===== src/rtl/seg_map_ctrl_pkg.sv =====
// Shared types and constants for the segment-map controller.
package seg_map_ctrl_pkg;

    typedef enum logic [2:0] {
        INIT_MAP,
        INIT_EMS,
        IDLE,
        WRITE,
        READ,
        ACK,
        DONE
    } state_t;

    localparam int unsigned MAP_COUNT = 16;
    localparam int unsigned EMS_COUNT = 4;
    localparam int unsigned IDX_W     = 4;
    localparam int unsigned DATA_W    = 8;

    localparam logic [15:0] MAP_BASE_DEF = 16'h0080;
    localparam logic [15:0] EMS_BASE_DEF = 16'h0208;

    // EMS pages come up unmapped
    localparam logic [DATA_W-1:0] EMS_INIT_DATA = 8'hFF;

endpackage


===== src/rtl/seg_map_port_dec.sv =====
// I/O port decoder: classifies an address as map port, EMS port or miss.
module seg_map_port_dec
    import seg_map_ctrl_pkg::*;
#(
    parameter logic [15:0] MAP_BASE = MAP_BASE_DEF,
    parameter logic [15:0] EMS_BASE = EMS_BASE_DEF,
    parameter bit          EMS_EN   = 1'b1
) (
    input  logic [15:0]      io_addr,
    output logic             hit,
    output logic             is_ems,
    output logic [IDX_W-1:0] index
);

    logic [15:0] map_off;
    logic [15:0] ems_off;
    logic        map_hit;
    logic        ems_hit;

    assign map_off = io_addr - MAP_BASE;
    assign ems_off = io_addr - EMS_BASE;
    assign map_hit = (map_off < 16'(MAP_COUNT));
    assign ems_hit = EMS_EN && (ems_off < 16'(EMS_COUNT));

    // Map window takes priority should the two windows ever overlap
    assign hit    = map_hit | ems_hit;
    assign is_ems = !map_hit && ems_hit;
    assign index  = is_ems ? {2'b00, io_addr[1:0]} : io_addr[3:0];

endmodule


===== src/rtl/seg_map_ctrl.sv =====
// Segment-map register controller: power-up init of map/EMS registers and
// single-beat CPU I/O access with a one-cycle acknowledge.
module seg_map_ctrl
    import seg_map_ctrl_pkg::*;
#(
    parameter logic [15:0] MAP_BASE = MAP_BASE_DEF,
    parameter logic [15:0] EMS_BASE = EMS_BASE_DEF,
    parameter bit          EMS_EN   = 1'b1
) (
    input  logic              CLK,
    input  logic              RST_N,
    input  logic [15:0]       IO_ADDR,
    input  logic [DATA_W-1:0] IO_WDATA,
    input  logic              IO_WR,
    input  logic              IO_RD,
    output logic [DATA_W-1:0] IO_RDATA,
    output logic              IO_ACK,
    output logic              HIT,
    output logic              BUSY,
    output logic [IDX_W-1:0]  SM_ADDR,
    output logic [DATA_W-1:0] SM_WDATA,
    input  logic [DATA_W-1:0] SM_RDATA,
    output logic              SM_WE,
    output logic              SM_WE_EMS,
    output logic              SM_EMS_OE
);

    state_t           state;
    logic [IDX_W-1:0] idx;
    logic             is_ems;
    logic             dec_is_ems;
    logic [IDX_W-1:0] dec_index;

    seg_map_port_dec #(
        .MAP_BASE (MAP_BASE),
        .EMS_BASE (EMS_BASE),
        .EMS_EN   (EMS_EN)
    ) u_dec (
        .io_addr (IO_ADDR),
        .hit     (HIT),
        .is_ems  (dec_is_ems),
        .index   (dec_index)
    );

    // Read-path select is a pure decode of registered state, so it is glitch-free
    assign SM_EMS_OE = (state == READ) && is_ems;

    always_ff @(posedge CLK) begin
        if (!RST_N) begin
            state     <= INIT_MAP;
            idx       <= '0;
            is_ems    <= 1'b0;
            BUSY      <= 1'b1;
            SM_WE     <= 1'b0;
            SM_WE_EMS <= 1'b0;
            IO_ACK    <= 1'b0;
            SM_ADDR   <= '0;
            SM_WDATA  <= '0;
            IO_RDATA  <= '0;
        end else begin
            SM_WE     <= 1'b0;
            SM_WE_EMS <= 1'b0;
            IO_ACK    <= 1'b0;

            case (state)
                INIT_MAP: begin
                    SM_WE    <= 1'b1;
                    SM_ADDR  <= idx;
                    SM_WDATA <= {4'h0, idx};
                    if (idx == IDX_W'(MAP_COUNT - 1)) begin
                        idx <= '0;
                        if (EMS_EN) begin
                            state <= INIT_EMS;
                        end else begin
                            state <= IDLE;
                            BUSY  <= 1'b0;
                        end
                    end else begin
                        idx <= idx + IDX_W'(1);
                    end
                end

                INIT_EMS: begin
                    SM_WE_EMS <= 1'b1;
                    SM_ADDR   <= {2'b00, idx[1:0]};
                    SM_WDATA  <= EMS_INIT_DATA;
                    if (idx == IDX_W'(EMS_COUNT - 1)) begin
                        idx   <= '0;
                        state <= IDLE;
                        BUSY  <= 1'b0;
                    end else begin
                        idx <= idx + IDX_W'(1);
                    end
                end

                // Write wins when both requests are present
                IDLE: begin
                    if (HIT && (IO_WR || IO_RD)) begin
                        SM_ADDR  <= dec_index;
                        SM_WDATA <= IO_WDATA;
                        is_ems   <= dec_is_ems;
                        if (IO_WR) begin
                            state     <= WRITE;
                            SM_WE     <= !dec_is_ems;
                            SM_WE_EMS <= dec_is_ems;
                        end else begin
                            state <= READ;
                        end
                    end
                end

                WRITE: begin
                    IO_ACK <= 1'b1;
                    state  <= ACK;
                end

                READ: begin
                    IO_RDATA <= SM_RDATA;
                    IO_ACK   <= 1'b1;
                    state    <= ACK;
                end

                ACK: begin
                    state <= DONE;
                end

                // Hold off until the CPU drops its request so it is serviced once
                DONE: begin
                    if (!IO_WR && !IO_RD) begin
                        state <= IDLE;
                    end
                end

                default: begin
                    state <= IDLE;
                end
            endcase
        end
    end

endmodule


===== config.mk =====
export PLATFORM = sky130hd
export DESIGN_NAME = seg_map_ctrl
export DESIGN_NICKNAME = d
export VERILOG_FILES = /design/src/rtl/seg_map_ctrl_pkg.sv /design/src/rtl/seg_map_port_dec.sv /design/src/rtl/seg_map_ctrl.sv
export SDC_FILE = /design/constraint.sdc
export NUM_CORES = 1
export LEC_CHECK = 0
export BUFFER_PORTS_ARGS = -buffer_cell sky130_fd_sc_hd__buf_2
export CAP_MARGIN = 10
export CELL_PAD_IN_SITES_DETAIL_PLACEMENT = 1
export CELL_PAD_IN_SITES_GLOBAL_PLACEMENT = 1
export CORE_ASPECT_RATIO = 0.6
export CORE_MARGIN = 8
export CORE_UTILIZATION = 39
export CTS_BUF_LIST = sky130_fd_sc_hd__clkbuf_2 sky130_fd_sc_hd__clkbuf_4 sky130_fd_sc_hd__clkbuf_8
export CTS_CLUSTER_DIAMETER = 40
export DETAILED_ROUTE_END_ITERATION = 16
export PLACE_DENSITY = 0.91
export SLEW_MARGIN = 15
export SYNTH_ARGS = -nofsm -noshare
export SYNTH_HDL_FRONTEND = slang
export SYNTH_SLANG_ARGS = --single-unit

===== constraint.sdc =====
create_clock -name CLK -period 2.1 [get_ports CLK]
set_input_delay 0.21 -clock CLK [delete_from_list [all_inputs] [get_ports CLK]]
set_output_delay 0.21 -clock CLK [all_outputs]
set_load 0.02 [all_outputs]

# ---- After elaboration in Yosys (flattened, before gate mapping)
# Index checks and enable logic that the tools add are counted.
dict set report totals {
  ff_bits 32
  in_bits 36
  output_inout_bits 26
  elab_cells 66
}
dict set report op_classes {
  n_addsub 3
  magnitude_cmp 2
  eq_ne 12
  muxes 21
  n_bitwise 1
  n_reduce_logical 17
}
# cell count
set ops {}
lappend ops {{$pmux W8 S3} 1}
lappend ops {{$pmux W3 S6} 1}
lappend ops {{$lt A16 B3 Y1 const B} 1}
lappend ops {{$lt A16 B5 Y1 const B} 1}
lappend ops {{$mux W4} 4}
lappend ops {{$sub A16 B10 Y16 const B} 1}
lappend ops {{$sub A16 B8 Y16 const B} 1}
lappend ops {{$mux W3} 5}
lappend ops {{$pmux W4 S3} 1}
lappend ops {{$eq A3 B3 Y1 const B} 3}
lappend ops {{$mux W8} 1}
lappend ops {{$ne A2 B2 Y1 const B} 4}
lappend ops {{$pmux W4 S2} 1}
lappend ops {{$eq A3 B2 Y1 const B} 2}
lappend ops {{$reduce_and A2 Y1} 3}
lappend ops {{$mux W1} 5}
lappend ops {{$add A4 B1 Y4 const B} 1}
lappend ops {{$eq A4 B2 Y1 const B} 1}
lappend ops {{$eq A4 B4 Y1 const B} 1}
lappend ops {{$logic_and A1 B1 Y1} 4}
lappend ops {{$logic_not A1 Y1} 4}
lappend ops {{$pmux W1 S2} 2}
lappend ops {{$reduce_and A4 Y1} 1}
lappend ops {{$eq A3 B1 Y1 const B} 1}
lappend ops {{other kinds (6)} 6}

# ---- Depth between registers and ports, before layout
dict set report logic_depth {
  ltp_word 8
  mapped_depth 9
  ltp_nobuf 8
}

# ---- Hierarchy
# From an unflattened synthesis, not the netlist that was laid out.
dict set report hier_totals {
  cells_unflattened 219
  area_unflattened_um2 1771.7
}
# module n_inst cells_each area_per_inst_um2 seq_area_each_um2
set modules_own_cells {}
lappend modules_own_cells {seg_map_ctrl 1 175 1463.9 640.6}
lappend modules_own_cells {seg_map_port_dec 1 44 307.8 0.0}

# ---- Worst setup path after synthesis
# No wires, ideal clock.
dict set report synth_timing {
  kind {input-to-reg}
  startpoint {input IO_ADDR[3]}
  endpoint {register state[1]}
  setup_ps 132
  t_arrival_ps 1846
  required_ps 1968
  slack_ps 122
  stages 8
  n_path_buf 0
  path_cell_list {inv_1 ha_1 and4bb_1 nand4_1 mux2_4 or4_1 o21ai_2 a31oi_1}
}
dict set report synth_via {
  elab_chain_cells 6
  word_cells_on_any_way 8
}
# element line
set synth_rtl {}
lappend synth_rtl {{start, declared} seg_map_ctrl.sv:12} ;# input logic [15:0] IO_ADDR,
lappend synth_rtl {{$sub A16 B8 Y16 / $sub A16 B10 Y16 (equally long branches)} {seg_map_port_dec.sv:20, seg_map_port_dec.sv:21}}
lappend synth_rtl {{$lt A16 B5 Y1 / $lt A16 B3 Y1 (equally long branches)} {seg_map_port_dec.sv:22, seg_map_port_dec.sv:23}}
lappend synth_rtl {{$or A1 B1 Y1 (*)} seg_map_port_dec.sv:26} ;# assign hit = map_hit | ems_hit;
lappend synth_rtl {{$logic_and A1 B1 Y1 (*)} seg_map_ctrl.sv:98} ;# if (HIT && (IO_WR || IO_RD)) begin
lappend synth_rtl {{$ne A2 B2 Y1 (no line) (*)} --}
lappend synth_rtl {{$reduce_and A4 Y1 (no line) (*)} --}
lappend synth_rtl {{end signal, assigned} seg_map_ctrl.sv:103} ;# state <= WRITE;
lappend synth_rtl {{end signal, assigned} seg_map_ctrl.sv:107} ;# state <= READ;
lappend synth_rtl {{end signal, assigned} seg_map_ctrl.sv:114} ;# state <= ACK;
lappend synth_rtl {{end, declared} seg_map_ctrl.sv:28} ;# state_t state;
# Mark *: on every way between the ends. The rest lies on a longest branch, timed or not.
# A chain may end at the register's enable or synchronous reset.

# ---- Worst setup path in the final report
dict set report layout_timing {
  startpoint {input IO_ADDR[4]}
  endpoint {register state[2]}
}
# Same word-level chain as after synthesis.

==> key figures <==
Power and ir drop
  – PwrDens: 490.3 nW/um^2
  – Clock share of power: 0.366
  – Comb pwr share: 0.207
  – LEAKAGE: 1.350 nW
  – Sequential power share: 0.427
  – Int Power: around 1.0 mW
  – NetSw: approximately 0.44 mW
  – Peak VDD IR: 0.0003762 V
  – Net Sw Frac: 0.2991
  – Total power: 1.483 mW

Setup path
  – Critical path class: primary input to flop
  – Reg-to-Reg Start: state[1]
  – Crit end category: flop
  – Worst R2R Setup Slack: 0.08 ns
  – Worst r2r dst: SM_WDATA[2]
  – Startpoint types: primary input
  – Crit path from: IO_ADDR[4]
  – R2R depth: 4
  – WP data required: 2.33 ns
  – WP data arrival: between 2 and 2.5 ns
  – CP Max Fanout: 3

Synthesis
  – Distinct cells, synth: 71
  – EDFF count, synth: 0
  – Mapped Area: 2191 um^2
  – Avg Cell Area, Syn: 8.144 um^2
  – Sequential area share after synthesis: 0.2924
  – Ranking of synthesized cells by area: dfxtp_1 (29%), mux2i_1 (8.2%), nand2_1 (7.9%)
  – Main synth FF type: dfxtp_1
  – Ys Warns: 0
  – Yosys top cell by area: dfxtp_1
  – Post-synth top area share: 0.2924
  – Mapped Nets: roughly 300
  – Async SR Flop Fraction: 0
  – #FFs+latches synth: 32
  – Synthesized instance count: 269

Status
  – Status: complete, but fails checks
  – Violated checks: negative setup slack

Routing
  – Drt first-iter violations: 343
  – Wire per inst: 25.13 um
  – DR pass1 iterations: 5
  – Final wirelength: 10910 um
  – Antenna violation net count after detailed routing: 0
  – DR DRC count: 0
  – Routed via count: 2731
  – Vias/cell: between 6 and 7

STA
  – Slew Limit Headroom: 0.5470
  – Worst Tran Pin Value: 0.6786 ns
  – Max-slew violations: 0
  – Final setup fails: 5
  – Hold Fails Final Rpt: 0
  – Min cycle time layout: 2.149 ns
  – Clock skew: slightly above 0.004 ns
  – Fmax achieved: 465.4 MHz
  – PnR worst setup slack: -0.04870 ns
  – RSZ-0062 raised after global routing: yes
  – Final Cycle Share: 1.023

Final layout
  – Layout cells sized above 1: 0.3945
  – Final #Nets: 404
  – P&R area growth vs syn: 38.09%
  – ANT cells: 0
  – Fill cells: 669
  – Final core occ: 0.5509

Clock network
  – Worst-path clk slew: 0.07 ns
  – Sink Count: 32
  – Clk_lat worst skew: 0.30 ns
  – Post-CTS Hold Fix Bufs: 0
  – CTS tree: built
  – CTS H-tree depth: 2
  – Max clock buf depth: 2
  – Num CTS Buffers: 5
  – Root buffer cell: clkbuf_8

Die
  – Initial Utilization: 0.3990
  – Chip width: 112.8 um
  – Area of the core: 5492 um^2
  – Ports: 62
  – DIE AREA: around 8400 um^2
  – Row count: 21
  – Die Ht: 74.06 um

Place
  – DPL Wire Length: 6521 um
  – IO buf count: 61
  – GP Congestion: 0.9791

Global routing
  – GR Overflow Total: 0
  – Initial antenna violation count: 0
  – Vias in the first global route: 2880
  – First-pass GRT wire length: 15370 um
  – Largest net degree at the start of global routing: 24
  – All-Layer GR Usage: 0.2350

Job
  – Max-cap violations: 0

Min path
  – Hold_sp: SM_RDATA[4]
  – Hold depth: 3
  – WHS Endpoint: IO_RDATA[4]
  – Worst Hold Class: primary input to flop
-- logic make-up after synthesis --
group                    count (synthesis)  synth area share
AND/OR/NAND/NOR                        125            0.3033
AO/OA/AOI/OAI                           55            0.1948
flip-flops                              32            0.2924
buffers and inverters                   29           0.07652
multiplexers                            20           0.09423
XOR/XNOR                                 4           0.01599
adder cells (fa/ha/maj)                  4           0.02285
-- metal layers --
metal | vias up | GRT usage | wire length (um)
met5 | - | 0 | 0
met4 | 0 | 0.1172 | 668
met3 | 77 | 0.07861 | 1239
met2 | 213 | 0.3852 | 4651
met1 | 1277 | 0.2745 | 4348
li1 | 1164 | - | -
-- power groups by stage --
stage	combinational, mW	clock (mW)	sequential [mW]
2_1_floorplan	0.113	0	0.651
3_3_place_gp	0.234	0	0.643
3_5_place_dp	0.251	0	0.645
4_1_cts	0.265	0.532	0.631
5_1_grt	0.323	0.569	0.634
6_report	0.308	0.543	0.633
-- per-stage QoR --
step	worst slack, ns	cells	TNS (ns)	instance area (um^2)	hold slack [ns]
4_1_cts	0.007027	430	0	2907	0.1601
3_5_place_dp	-0.4367	418	-6.482	2726	0.4457
3_3_place_gp	-0.1088	418	-1.615	2726	0.4421
2_1_floorplan	0.1216	269	0	2191	0.3576
6_report	-0.04870	434	-0.1737	3025	0.1522
5_1_grt	-0.08403	434	-0.3985	3025	0.1549
-- state kept, by name, indices dropped and copies added, names as in the netlist --
signal	cells
SM_WE_EMS	1
IO_ACK	1
SM_WDATA	8
SM_WE	1
IO_RDATA	8
state	3
is_ems	1
idx	4
BUSY	1
SM_ADDR	4
-- final cells by class --
cell class,count,area [um^2],share of cell area
multi-input combinational,208,1486,0.4913
timing repair buffer,104,665.6,0.2200
sequential,32,640.6,0.2117
clock buffer,8,97.59,0.03226
tap,69,86.33,0.02854
inverter,13,48.80,0.01613
-- synth_stat cells (all sizes together), types with 3 or more instances --
| cell type | n |
|---|---|
| dfxtp | 32 |
| xnor2 | 4 |
| o21ai | 12 |
| ha | 4 |
| nand4 | 5 |
| nor4 | 3 |
| nor4b | 3 |
| and3 | 5 |
| a31oi | 5 |
| o31ai | 6 |
| inv | 13 |
| nor2 | 31 |
| nand2 | 46 |
| a21oi | 8 |
| clkbuf | 7 |
| buf | 7 |
| or4 | 5 |
| nor3 | 6 |
| or3 | 3 |
| mux2i | 18 |
| nand3 | 5 |
-- placed cells by master, fill, tap and decap left out, drive strengths merged, types with 3 or more instances in the layout --
master / n
and3: 5
clkbuf: 8
nor4b: 3
nand4: 5
or3: 3
a21oi: 8
buf: 104
nor3: 6
nor2: 31
or4: 5
o31ai: 6
inv: 13
nand2: 46
xnor2: 4
a31oi: 5
ha: 4
dfxtp: 32
nand3: 5
mux2i: 18
nor4: 3
o21ai: 12
-- worst max path at each step --
stage	cells after the start	end	slack, ns
finish	10	state[2]	-0.05
global route	10	state[2]	-0.08
CTS	9	HIT	0.007
detailed placement	9	state[1]	-0.44
global placement	9	SM_ADDR[1]	-0.11
floorplan	8	state[1]	0.12
-- worst max-delay path, stage by stage --
cell and delay [ns]:
buf_6 0.10, inv_2 0.07, ha_4 0.15, nor4bb_4 0.35, buf_4 0.20, o21ai_0 0.14
xnor2_1 0.18, or4_1 0.58, o21ai_2 0.22, a32o_1 0.19
-- repair_timing --
action	in CTS	in global routing
cloned	0	0
pin swaps	3	8
buffers inserted	4	4
gates resized for setup	12	19
hold endpoints to repair	0	0
setup endpoints to repair	17	9
No activity file was read; power rests on OpenSTA's default activity.
